$ cat config.mk
export PLATFORM = sky130hd
export DESIGN_NAME = if_prefetch_unit
export DESIGN_NICKNAME = d
export VERILOG_FILES = /design/src/rtl/if_pkg.sv /design/src/rtl/if_inst_fifo.sv /design/src/rtl/if_prefetch_unit.sv
export SDC_FILE = /design/constraint.sdc
export NUM_CORES = 1
export LEC_CHECK = 0
export CAP_MARGIN = 20
export CORE_MARGIN = 5
export CORE_UTILIZATION = 55
export CTS_BUF_LIST = sky130_fd_sc_hd__clkbuf_16
export CTS_CLUSTER_DIAMETER = 50
export DETAILED_ROUTE_END_ITERATION = 6
export HOLD_SLACK_MARGIN = 0.06
export PLACE_DENSITY = 0.77
export RECOVER_POWER = 50
export SLEW_MARGIN = 20
export SYNTH_ARGS = -nofsm -noshare
export SYNTH_HDL_FRONTEND = slang
export SYNTH_SLANG_ARGS = --single-unit
$ cat constraint.sdc
create_clock -name clk -period 10.92 [get_ports clk]
set_input_delay 2.184 -clock clk [delete_from_list [all_inputs] [get_ports clk]]
set_output_delay 2.184 -clock clk [all_outputs]
set_load 0.05 [all_outputs]
$ cat src/rtl/if_pkg.sv
// Shared definitions for the instruction-fetch prefetch unit.
// Holds the IF->ID bus layout, its field offsets and the fetch-side constants.
package if_pkg;

  localparam int unsigned IF_BUS_W     = 65;
  localparam int unsigned BUS_ADEF_BIT = 0;
  localparam int unsigned BUS_PC_LSB   = 1;
  localparam int unsigned BUS_INST_LSB = 33;

  localparam logic [31:0] INST_NOP   = 32'h0340_0000;
  localparam logic [5:0]  ECODE_ADEF = 6'h08;

  // IF->ID payload: inst in [64:33], pc in [32:1], excep_adef in [0]
  typedef struct packed {
    logic [31:0] inst;
    logic [31:0] pc;
    logic        excep_adef;
  } if_bus_t;

endpackage

$ cat src/rtl/if_inst_fifo.sv
// Synchronous FIFO with occupancy count and a synchronous clear.
// Ports: clk/resetn; clear_i empties the FIFO (wins over push/pop);
// push_i/wdata_i write; pop_i/rdata_o read the head (first-word fall-through);
// count_o/full_o/empty_o report occupancy. Push on full is accepted only with a pop.
module if_inst_fifo #(
  parameter int unsigned WIDTH = 65,
  parameter int unsigned DEPTH = 4
) (
  input  logic                       clk,
  input  logic                       resetn,
  input  logic                       clear_i,
  input  logic                       push_i,
  input  logic [WIDTH-1:0]           wdata_i,
  input  logic                       pop_i,
  output logic [WIDTH-1:0]           rdata_o,
  output logic [$clog2(DEPTH+1)-1:0] count_o,
  output logic                       full_o,
  output logic                       empty_o
);

  localparam int unsigned AW = (DEPTH > 1) ? $clog2(DEPTH) : 1;
  localparam int unsigned CW = $clog2(DEPTH + 1);

  logic [WIDTH-1:0] mem_q [DEPTH];
  logic [AW-1:0]    wptr_q, wptr_d, rptr_q, rptr_d;
  logic [CW-1:0]    count_q, count_d;
  logic             do_push, do_pop;

  // Wrap explicitly so non-power-of-two depths work
  function automatic logic [AW-1:0] ptr_inc(input logic [AW-1:0] p);
    return (p == AW'(DEPTH - 1)) ? '0 : p + AW'(1);
  endfunction

  assign empty_o = (count_q == '0);
  assign full_o  = (count_q == CW'(DEPTH));
  assign count_o = count_q;
  assign rdata_o = mem_q[rptr_q];
  assign do_pop  = pop_i & ~empty_o;
  assign do_push = push_i & (~full_o | do_pop);

  // Pointer/count next state
  always_comb begin
    wptr_d  = wptr_q;
    rptr_d  = rptr_q;
    count_d = count_q + CW'(do_push) - CW'(do_pop);
    if (do_push) wptr_d = ptr_inc(wptr_q);
    if (do_pop)  rptr_d = ptr_inc(rptr_q);
    if (clear_i) begin
      wptr_d  = '0;
      rptr_d  = '0;
      count_d = '0;
    end
  end

  always_ff @(posedge clk or negedge resetn) begin
    if (!resetn) begin
      wptr_q  <= '0;
      rptr_q  <= '0;
      count_q <= '0;
    end else begin
      wptr_q  <= wptr_d;
      rptr_q  <= rptr_d;
      count_q <= count_d;
    end
  end

  // Storage needs no reset; occupancy is tracked by count_q
  always_ff @(posedge clk) begin
    if (do_push && !clear_i) mem_q[wptr_q] <= wdata_i;
  end

endmodule

$ cat src/rtl/if_prefetch_unit.sv
// Pipelined instruction-fetch stage between an inst_sram-like bus and ID.
// Ports: inst_sram_* request/response bus (write side tied off);
// id_allowin / if_to_id_valid / if_to_id_bus handshake toward ID;
// br_taken/br_target and flush/excep_entry redirects (flush wins); br_stall blocks issue.
// Up to MAX_OUTSTANDING requests in flight; returns land in an IBUF_DEPTH FIFO.
// Responses still in flight at a redirect are counted in cancel_q and discarded.
module if_prefetch_unit
  import if_pkg::*;
#(
  parameter int unsigned MAX_OUTSTANDING = 2,
  parameter int unsigned IBUF_DEPTH      = 4,
  parameter logic [31:0] RESET_PC        = 32'h1c00_0000
) (
  input  logic                clk,
  input  logic                resetn,
  output logic                inst_sram_req,
  output logic                inst_sram_wr,
  output logic [1:0]          inst_sram_size,
  output logic [3:0]          inst_sram_wstrb,
  output logic [31:0]         inst_sram_wdata,
  output logic [31:0]         inst_sram_addr,
  input  logic                inst_sram_addr_ok,
  input  logic                inst_sram_data_ok,
  input  logic [31:0]         inst_sram_rdata,
  input  logic                id_allowin,
  output logic                if_to_id_valid,
  output logic [IF_BUS_W-1:0] if_to_id_bus,
  input  logic                br_taken,
  input  logic [31:0]         br_target,
  input  logic                br_stall,
  input  logic                flush,
  input  logic [31:0]         excep_entry
);

  localparam int unsigned CNT_W  = $clog2(MAX_OUTSTANDING + 1);
  localparam int unsigned FCNT_W = $clog2(IBUF_DEPTH + 1);
  localparam int unsigned SUM_W  = CNT_W + FCNT_W + 1;

  logic [31:0]       fetch_pc_q, fetch_pc_d;
  logic [CNT_W-1:0]  out_q, out_d, cancel_q, cancel_d;
  logic [CNT_W-1:0]  out_dec, cancel_dec;
  logic              halt_q, halt_d;
  logic              boot_q;
  logic              redirect, accept, ret_push, adef_push, id_pop;
  logic              pc_misaligned, ibuf_room, inflight_room;
  logic [31:0]       redirect_pc;
  if_bus_t           push_bus, head_bus;
  logic [FCNT_W-1:0] ibuf_count;
  logic              ibuf_full, ibuf_empty;
  logic [31:0]       pcq_head;
  logic [CNT_W-1:0]  pcq_count;
  logic              pcq_full, pcq_empty;
  logic              unused_pcq;

  assign inst_sram_wr    = 1'b0;
  assign inst_sram_size  = 2'h2;
  assign inst_sram_wstrb = 4'h0;
  assign inst_sram_wdata = 32'h0;
  assign inst_sram_addr  = fetch_pc_q;

  assign redirect      = flush | br_taken;
  assign redirect_pc   = flush ? excep_entry : br_target;
  assign pc_misaligned = |fetch_pc_q[1:0];
  assign ibuf_room     = (SUM_W'(out_q) + SUM_W'(ibuf_count) + SUM_W'(cancel_q)) < SUM_W'(IBUF_DEPTH);
  assign inflight_room = (SUM_W'(out_q) + SUM_W'(cancel_q)) < SUM_W'(MAX_OUTSTANDING);

  // Issue depends only on registered state plus br_stall; data_ok never reaches req
  assign inst_sram_req = boot_q & ~br_stall & ~pc_misaligned & ibuf_room & inflight_room;
  assign accept        = inst_sram_req & inst_sram_addr_ok;

  assign if_to_id_valid = ~ibuf_empty & ~flush;
  assign id_pop         = if_to_id_valid & id_allowin;
  assign if_to_id_bus   = head_bus;

  // Live return: nothing left to cancel and no redirect this cycle
  assign ret_push  = inst_sram_data_ok & (cancel_q == '0) & ~redirect & ~pcq_empty;
  // ADEF entry waits for older live returns so program order is kept
  assign adef_push = pc_misaligned & ~halt_q & ~redirect & (out_q == '0) & (~ibuf_full | id_pop);

  // The PC queue occupancy always equals out_q + cancel_q; only head/empty are needed
  assign unused_pcq = ^{pcq_count, pcq_full};

  always_comb begin
    push_bus.inst       = inst_sram_rdata;
    push_bus.pc         = pcq_head;
    push_bus.excep_adef = 1'b0;
    if (adef_push) begin
      push_bus.inst       = 32'h0;
      push_bus.pc         = fetch_pc_q;
      push_bus.excep_adef = 1'b1;
    end
  end

  // Counter and PC update; a redirect moves every live request into cancel_q
  always_comb begin
    cancel_dec = cancel_q - CNT_W'(inst_sram_data_ok && (cancel_q != '0));
    out_dec    = out_q - CNT_W'(inst_sram_data_ok && (cancel_q == '0));
    fetch_pc_d = fetch_pc_q;
    out_d      = out_dec + CNT_W'(accept);
    cancel_d   = cancel_dec;
    halt_d     = halt_q | adef_push;
    if (accept) fetch_pc_d = fetch_pc_q + 32'd4;
    if (redirect) begin
      fetch_pc_d = redirect_pc;
      out_d      = '0;
      cancel_d   = cancel_dec + out_dec + CNT_W'(accept);
      halt_d     = 1'b0;
    end
  end

  always_ff @(posedge clk or negedge resetn) begin
    if (!resetn) begin
      fetch_pc_q <= RESET_PC;
      out_q      <= '0;
      cancel_q   <= '0;
      halt_q     <= 1'b0;
      boot_q     <= 1'b0;
    end else begin
      fetch_pc_q <= fetch_pc_d;
      out_q      <= out_d;
      cancel_q   <= cancel_d;
      halt_q     <= halt_d;
      boot_q     <= 1'b1;
    end
  end

  if_inst_fifo #(
    .WIDTH (IF_BUS_W),
    .DEPTH (IBUF_DEPTH)
  ) u_ibuf (
    .clk     (clk),
    .resetn  (resetn),
    .clear_i (redirect),
    .push_i  (ret_push | adef_push),
    .wdata_i (push_bus),
    .pop_i   (id_pop),
    .rdata_o (head_bus),
    .count_o (ibuf_count),
    .full_o  (ibuf_full),
    .empty_o (ibuf_empty)
  );

  // In-flight PC queue: popped on every return, cancelled or not
  if_inst_fifo #(
    .WIDTH (32),
    .DEPTH (MAX_OUTSTANDING)
  ) u_pcq (
    .clk     (clk),
    .resetn  (resetn),
    .clear_i (1'b0),
    .push_i  (accept),
    .wdata_i (fetch_pc_q),
    .pop_i   (inst_sram_data_ok),
    .rdata_o (pcq_head),
    .count_o (pcq_count),
    .full_o  (pcq_full),
    .empty_o (pcq_empty)
  );

endmodule

**After elaboration in Yosys (flattened, before gate mapping)**

Memories as Yosys holds them, arrays and structs flattened.
Index checks and enable logic that the tools add are counted.
W data, S select, Z words.

- Flip-flop bits (word level): 49
- ROM bits: 0
- RAM bits: 324
- Memories: 2
- Latch bits: 0
- Logic and storage cells: 102

Memories:

| memory | depth | bits a word | read ports | clocked after memory_dff | wr ports | RTL line | RTL |
|---|---|---|---|---|---|---|---|
| u_ibuf.mem_q | 4 | 65 | 1 | 0 | 1 | if_inst_fifo.sv:24 | `logic [WIDTH-1:0] mem_q [DEPTH];` |
| u_pcq.mem_q | 2 | 32 | 1 | 0 | 1 | if_inst_fifo.sv:24 |  |

- Mux-type cells: 20
- Shift operators: 0
- Multipliers: 0
- Equal/unequal tests: 4
- Add/sub/neg operators: 17
- Bitwise operators: 33
- Reductions and logical operators: 13
- Divide/modulo/power cells: 0
- $lt $le $gt $ge: 2

Operator list:

| kind | count |
|---|---|
| $mux W32 | 3 |
| $mux W65 | 1 |
| $add A32 B3 Y32 const B | 1 |
| $and A1 B1 Y1 | 18 |
| $mux W2 | 8 |
| $not A1 Y1 | 9 |
| $reduce_bool A2 Y1 | 4 |
| $mux W1 | 7 |
| $add A2 B1 Y2 | 3 |
| $eq A2 B2 Y1 const B | 3 |
| $logic_not A2 Y1 | 3 |
| $or A1 B1 Y1 | 6 |
| $sub A2 B1 Y2 | 3 |
| $add A4 B2 Y5 | 1 |
| $lt A5 B3 Y1 const B | 1 |
| $add A2 B1 Y2 const B | 2 |
| $add A2 B3 Y4 | 1 |
| $add A2 B2 Y3 | 1 |
| $add A3 B1 Y3 | 1 |
| $eq A3 B3 Y1 const B | 1 |
| $logic_and A1 B1 Y1 | 3 |
| $logic_not A3 Y1 | 1 |
| $lt A3 B2 Y1 const B | 1 |
| $mux W3 | 1 |
| 5 further kinds | 6 |

**Depth between registers and ports, before layout**

Gate-level depths: netlist of the first run.

- Depth in word-level cells: 11
- Gate-level depth with buffers: 13

**Hierarchy**

Synthesis of the first run repeated with hierarchy kept, for this count alone.

- Cell total of the unflattened synthesis: 931
- Area, all modules: 15949.0 um^2

By module, submodules not included:

| module | times used | area each (um^2) | seq. area each (um^2) | cells each |
|---|---|---|---|---|
| if_inst_fifo (u_ibuf) | 1 | 9816.9 | 7982.7 | 387 |
| if_prefetch_unit | 1 | 3569.7 | 954.7 | 415 |
| if_inst_fifo (u_pcq) | 1 | 2562.5 | 2021.9 | 129 |

**Worst setup path after synthesis of the first run**

OpenSTA, ideal clock, no wires.

- Path type: input to output
- From: in br_stall
- To: out inst_sram_req
- Buffers on the path: 0
- Data required time: 8.736 ns
- Data arrival time: 3.297 ns
- Stages on the path: 3
- Slack: 5.439 ns
- Cells stage by stage: or4b_4 > or2_2 > inv_1

- Longest elaborated chain between the ends: 5

Ends and longest elaborated chain:

| what | RTL line | RTL |
|---|---|---|
| start, declared | if_prefetch_unit.sv:30 | `input logic br_stall,` |
| $not A1 Y1 | if_prefetch_unit.sv:68 | `assign inst_sram_req = boot_q & ~br_stall & ~pc_misaligned & ibuf_room & inflight_room;` |
| $and A1 B1 Y1 (4 in a row) | if_prefetch_unit.sv:68 |  |
| end, declared | if_prefetch_unit.sv:16 | `output logic inst_sram_req,` |

Every way passes these cells.

**Worst setup path in the final report of the first run**

- From: in br_taken
- To: mem u_ibuf.mem_q[1][57], enable pin

- Longest elaborated chain between the ends: 10
- Elaborated cells on any way between the ends: 13

Ends and longest elaborated chain:

| what | RTL line | RTL |
|---|---|---|
| start, declared | if_prefetch_unit.sv:28 | `input logic br_taken,` |
| $or A1 B1 Y1 (*) | if_prefetch_unit.sv:61 | `assign redirect = flush \| br_taken;` |
| $not A1 Y1 | if_prefetch_unit.sv:76, if_prefetch_unit.sv:78 |  |
| $and A1 B1 Y1 (3 in a row) | if_prefetch_unit.sv:78 | `assign adef_push = pc_misaligned & ~halt_q & ~redirect & (out_q == '0) & (~ibuf_full \| id_pop);` |
| $or A1 B1 Y1 | if_prefetch_unit.sv:134 | `.push_i (ret_push \| adef_push),` |
| $and A1 B1 Y1 | if_inst_fifo.sv:39 | `assign do_push = push_i & (~full_o \| do_pop);` |
| $logic_and A1 B1 Y1 (*) | if_inst_fifo.sv:69 | `if (do_push && !clear_i) mem_q[wptr_q] <= wdata_i;` |
| $mux W1 (*) | if_inst_fifo.sv:69 |  |
| $mux W1 (not written as such) (*) | if_inst_fifo.sv:69 |  |
| end, declared | if_inst_fifo.sv:24 |  |

Every way passes the cells marked *; elsewhere a longest branch is shown, timed or not.

==> run metrics, run 1 <==
Vias/cell=5.79; initial core utilization=0.553; vias in the first global route=9,446; total clock sinks=373; cts repair resizes=0; final hold viol count=0; Ant. Diodes=0; Die W=179 um; setup TNS=0 ns; CTS buffer count=40; # H-tree levels=2; routed length per instance=21.9 um; initial antenna violation count=1; largest net degree at the start of global routing=98; Worst-Skew Late Latency=0.51 ns; antenna viol nets, final=0; Crit. Startpoint=br_taken; Warnings, synthesis=0; Final GP Congestion=0.892; CP Max Fanout=65; overflow left after global routing=0; TritonCTS clock tree=built; PortBufs=202; clk slew on worst S/H paths=0.06 ns; Worst Setup EP=u_ibuf.mem_q[1][57]$_DFFE_PP_; outcome=finished, violations left; std cell rows=62; total global routing track utilization=0.213; Area Overhead vs Synth=21.7%; post-synthesis register bit count=373; vias=9,078; dominant synthesized flop cell=edfxtp_1; RSZ-0062 raised after global routing=no; Final Max Slew Viols=224; layout cells sized above 1=0.115; Critical Path AT=7.10 ns; worst setup path class=in2reg; Fin Hold WS=0.497 ns; Reg2Reg Depth=8; Pleak=6.50 nW; clk_skew=0.0136 ns; worst slew pin tran=3.20 ns; Rel. slew slack=-1.13; power per cell area=189 nW/um2; Syn Area/Cell=16.5 um2; Synth area leader=edfxtp_1; Tmin final=6.98 ns; f_max=0.143 GHz; # Post-CTS Setup Buffers=0; Synth cell types=60; Critical Path Source Type=primary input; CTS Hold Buffers Added=0; async set-reset flop share out of synthesis=0.131; # IOs=242; cell count after synthesis=956; failing checks=max-capacitance violations, max-slew violations; routed wire length=34,400 um; Clk Tree Root Cell=clkbuf_16; FF-to-FF setup slack=4.79 ns; Synth top area share=0.618; Remaining DRCs=0; core box area=28,500 um2; total power=0.00363 W; die height=179 um; ranking of synthesized cells by area=edfxtp_1 (62%), mux4_2 (9.3%), dfrtp_1 (7.3%); hold crit path type=reg2reg; number of cells on the worst hold path=1; Post-DP HPWL=21,000 um; sequential share of the synthesized area=0.697; DRT Pass-1 Iters=5; Worst VDD drop=102 uV; period utilization=0.639; CP required=11.04 ns; global-route wire length before repair=52,700 um; DRT iter0 DRCs=670; FF-to-FF Start=cancel_q[1]$_DFF_PN0_; crit end category=flop; clock buffer depth=3; Synth top cells by count=edfxtp_1 (324), mux4_2 (65), nor2_1 (60); Cell Area, Synth=15,700 um2; most frequent cell after synthesis=edfxtp_1; fin nets=1,279; Post-synth EDFFs=324; Die ar.=32,100 um2; Max-Cap Viols=5; RR Endpoint=u_pcq.mem_q[0][30]$_DFFE_PP_; Finish-stage setup viols=0
[worst max-delay path, cell delays in order]
cell and delay [ns]:
dlygate4sd3_1 0.78, nor2_1 2.27, o41a_1 0.56, o21a_1 0.34
and2_4 0.89
[cell type report]
type	instances	area, um2
clock buffers	41	1030
well taps	384	480
repair buffers	207	2050
flip-flops and latches	373	11000
fillers	1986	9330
multi-input cells	507	4310
inverters	27	103
clock inverters	28	208
[metrics by stage]
step / setup slack (ns) / util / instances / cell area, um2
after floorplan: 5.44 / - / 994 / 15900
after global placement: 4.45 / 0.630 / 1498 / 17900
after detailed placement: 4.44 / 0.630 / 1498 / 17900
after CTS: 4.43 / 0.674 / 1567 / 19200
after global routing: 3.69 / 0.672 / 1567 / 19100
final: 3.94 / 0.672 / 1567 / 19100
[state kept, by name (all words and copies together) (netlist names)]
signal          flops
u_ibuf.wptr_q       2
u_pcq.count_o       2
u_ibuf.mem_q      260
halt_q              1
u_pcq.rptr_q        1
u_pcq.mem_q        64
u_ibuf.rptr_q       2
u_ibuf.count_o      3
boot_q              1
cancel_q            2
out_q               2
u_pcq.wptr_q        1
inst_sram_addr     32
[layout by cell type (no fill, tap or decap), types with 5 or more instances in the layout]
master | netlist | final
clkinv_1 | 1 | 9
nor2b_1 | 8 | 8
inv_1 | 25 | 34
conb_1 | 2 | 40
o22ai_1 | 21 | 21
clkdlybuf4s50_1 | 0 | 153
and2_0 | 0 | 31
nand2_1 | 21 | 21
a211oi_1 | 5 | 5
nand3_1 | 15 | 15
nor3_1 | 7 | 7
and2_1 | 40 | 5
xor2_1 | 8 | 8
a21o_1 | 5 | 5
clkbuf_16 | 0 | 41
nand4_1 | 12 | 12
dlygate4sd3_1 | 0 | 48
fa_1 | 5 | 5
edfxtp_1 | 324 | 324
dfrtp_1 | 46 | 44
nor4_1 | 8 | 9
xnor2_1 | 13 | 13
o21ai_0 | 14 | 15
mux4_2 | 65 | 65
nor2_1 | 60 | 60
mux2i_1 | 40 | 40
ha_1 | 14 | 14
a21oi_1 | 50 | 50
[layer usage]
metal | track usage | vias up | routed length [um]
met5 | 0 | - | 11
met4 | 0.0559 | 2 | 658
met3 | 0.0392 | 49 | 2570
met2 | 0.354 | 414 | 16900
met1 | 0.296 | 4592 | 14300
li1 | - | 4021 | -
[where the power goes]
group          leakage, nW  switching (W)  total [W]  internal (W)
sequential            3.50      0.0000917    0.00177       0.00168
clock                0.637       0.000517    0.00127      0.000750
combinational         2.37       0.000370   0.000591      0.000221
total                 6.50       0.000978    0.00363       0.00265
[how the worst min path moves through the flow]
stage,startpoint,endpoint,slack (ns)
6_report,u_pcq.wptr_q$_DFFE_PN0N_,u_pcq.wptr_q$_DFFE_PN0N_,0.50
5_1_grt,u_pcq.wptr_q$_DFFE_PN0N_,u_pcq.wptr_q$_DFFE_PN0N_,0.51
4_1_cts,u_pcq.count_o[1]$_DFF_PN0_,u_pcq.count_o[1]$_DFF_PN0_,0.52
3_5_place_dp,u_pcq.count_o[1]$_DFF_PN0_,u_pcq.count_o[1]$_DFF_PN0_,0.50
3_3_place_gp,u_pcq.count_o[1]$_DFF_PN0_,u_pcq.count_o[1]$_DFF_PN0_,0.49
2_1_floorplan,u_pcq.wptr_q$_DFFE_PN0N_,u_pcq.wptr_q$_DFFE_PN0N_,0.46
[cells by family after synthesis]
logic type	share of synthesized area
AOI/OAI and AO/OA	0.0531
xor gates and xnor gates	0.0117
adders and majority gates	0.0175
buffers and inverters	0.0388
DFF	0.697
muxes	0.119
other	0.000477
and+or+nand+nor	0.0633
(Power assumes the default switching activity.)
==> run 2: changes to the inputs <==
--- a/config.mk
+++ b/config.mk
@@ -7,12 +7,12 @@
 export LEC_CHECK = 0
 export CAP_MARGIN = 20
 export CORE_MARGIN = 5
-export CORE_UTILIZATION = 55
+export CORE_UTILIZATION = 49
 export CTS_BUF_LIST = sky130_fd_sc_hd__clkbuf_16
 export CTS_CLUSTER_DIAMETER = 50
 export DETAILED_ROUTE_END_ITERATION = 6
 export HOLD_SLACK_MARGIN = 0.06
-export PLACE_DENSITY = 0.77
+export PLACE_DENSITY = 0.73
 export RECOVER_POWER = 50
 export SLEW_MARGIN = 20
 export SYNTH_ARGS = -nofsm -noshare
==> constraint.sdc (replaced) <==
create_clock -name clk -period 5.8 [get_ports clk]
set_input_delay 1.16 -clock clk [delete_from_list [all_inputs] [get_ports clk]]
set_output_delay 1.16 -clock clk [all_outputs]
set_load 0.05 [all_outputs]
==> run metrics, run 2 (same netlist as run 1, synthesis figures left out) <==
most frequent cells in the layout=edfxtp_1 (324), clkdlybuf4s50_1 (166), mux4_2 (65); slowest stage delay, CP=0.81 ns (-1.46 ns); Slowest-stage cell, CP=clkdlybuf4s50_1; setup TNS=0 ns (unchanged); Critical Path Source Type=flop; # H-tree levels=2 (unchanged); fin nets=1,282 (+0.23%); Max-Cap Viols=3 (-2); DRT iter0 DRCs=579 (-14%); Critical Path AT=4.04 ns (-3.06 ns); GRT busiest layer=met2; Die ar.=35,800 um2 (+12%); Pleak=6.55 nW (+0.65%); placed instance area=18,000 um2 (+0.32%); largest net degree at the start of global routing=98 (unchanged); # IOs=242 (unchanged); Tmin final=5.20 ns; # Post-CTS Setup Buffers=0 (unchanged); initial core utilization=0.497 (-0.0553); initial antenna violation count=0 (-1); Vias/cell=5.65 (-2.5%); crit end category=output pin; CTS Hold Buffers Added=0 (unchanged); met3 Usage GRT=0.0417 (+0.00244); CTS buffer count=40 (unchanged); routed wire length=34,800 um (+1.3%); cts repair resizes=0 (unchanged); DRT Pass-1 Iters=5 (unchanged); Die W=189 um (+5.6%); Rel. slew slack=-0.954 (+0.177); failing checks=max-capacitance violations, max-slew violations; hold crit path type=reg2reg; PortBufs=202 (unchanged); final hold viol count=0 (unchanged); f_max=0.192 GHz; CP bufs+invs=3 (+2); Remaining DRCs=0 (unchanged); Final GP Congestion=0.840 (-5.8%); global-route wire length before repair=54,400 um (+3.2%); outcome=finished, violations left; CP required=4.64 ns (-6.40 ns); Ant. Diodes=0 (unchanged); Final Max Slew Viols=169 (-25%); Worst VDD drop=187 uV (+84%); GR met2 Demand/Resource=0.315 (-0.0390); vias in the first global route=9,583 (+1.5%); layout cells sized above 1=0.121 (+0.00615); Worst-Skew Late Latency=0.52 ns (about the same); worst slew pin tran=2.93 ns (-0.265 ns); worst setup path class=reg2out; RSZ-0062 raised after global routing=no; met1 Usage GRT=0.269 (-0.0272); overflow left after global routing=0 (unchanged); antenna viol nets, final=0 (unchanged); period utilization=0.896; std cell rows=65 (+4.8%); CP delay by family, top=simple AND/OR/NAND/NOR gates; Finish-stage setup viols=0 (unchanged); total global routing track utilization=0.194 (-0.0188); TritonCTS clock tree=built; CP Max Fanout=4 (-94%); clock buffer depth=3 (unchanged); Final Cell Area=19,200 um2 (+0.30%); max FFs per register=260 (unchanged); Area Overhead vs Synth=22.1%; clk_skew=0.0158 ns (+0.00223 ns); total clock sinks=373 (unchanged); core box area=31,600 um2 (+11%); die height=189 um (+5.6%); commonest non-fill, non-tap cell in the layout=edfxtp_1; Post-DP HPWL=21,500 um (+2.2%); power per cell area=355 nW/um2 (+88%); vias=8,990 (-0.97%); Clk Tree Root Cell=clkbuf_16; routed length per instance=21.9 um (-0.22%); clk slew on worst S/H paths=0.06 ns (about the same); critical-path cell list=inv_1 > fa_1 > or2_2 > fa_1 > or4b_1 > or2_2 > inv_1 > clkdlybuf4s50_1; Top reg by flops=u_ibuf.mem_q
-- run 2: final timing paths --
| kind | from | end | cells past startpoint | slack [ns] |
|---|---|---|---|---|
| max in group asynchronous | resetn | u_ibuf.rptr_q[0]$_DFFE_PN0P_ | 2 | 2.05 |
| setup / recovery | cancel_q[1]$_DFF_PN0_ | inst_sram_req | 8 | 0.60 |
| min in group asynchronous | resetn | boot_q$_DFF_PN0_ | 2 | 1.69 |
| hold reg to reg | u_pcq.count_o[1]$_DFF_PN0_ | u_pcq.count_o[1]$_DFF_PN0_ | 1 | 0.52 |
| hold / removal | u_pcq.count_o[1]$_DFF_PN0_ | u_pcq.count_o[1]$_DFF_PN0_ | 1 | 0.52 |
| setup reg to reg | cancel_q[1]$_DFF_PN0_ | u_pcq.mem_q[0][7]$_DFFE_PP_ | 8 | 1.35 |
-- run 2: per-stage QoR --
stage | util | hold slack (ns) | setup WS [ns] | total power (W) | instances
after floorplan | - | 0.455 | 0.999 | 0.00412 | 994
after global placement | 0.569 | 0.504 | 1.20 | 0.00449 | 1519
after detailed placement | 0.569 | 0.503 | 1.21 | 0.00452 | 1519
after CTS | 0.608 | 0.515 | 0.616 | 0.00690 | 1591
after global routing | 0.607 | 0.543 | 0.496 | 0.00709 | 1591
final | 0.607 | 0.516 | 0.603 | 0.00682 | 1591
-- run 2: worst register-to-register path: cells and delay by family (launching register included) --
kind | cells | cell delay, ns
and+or+nand+nor | 4 | 2.23
adders and majority gates | 2 | 0.90
DFF | 1 | 0.41
AOI/OAI and AO/OA | 1 | 0.35
buffers and inverters | 1 | 0.15
-- run 2: metal layers --
metal,routed length (um),vias up
met5,0,-
met4,930,0
li1,-,4043
met3,2530,68
met1,14700,4505
met2,16600,374
-- run 2: area by class of cell --
class                      instances  area, um2
fill                            2363      12400
sequential                       373      11000
multi-input combinational        507       4310
timing repair buffer             210       2080
clock buffer                      41       1030
tap                              402        503
clock inverter                    31        206
inverter                          27        106
-- run 2: power by group --
part / internal, W / total (W) / switching (W)
Combinational: 0.000418 / 0.00112 / 0.000700
Clock: 0.00138 / 0.00237 / 0.000997
Sequential: 0.00316 / 0.00333 / 0.000171
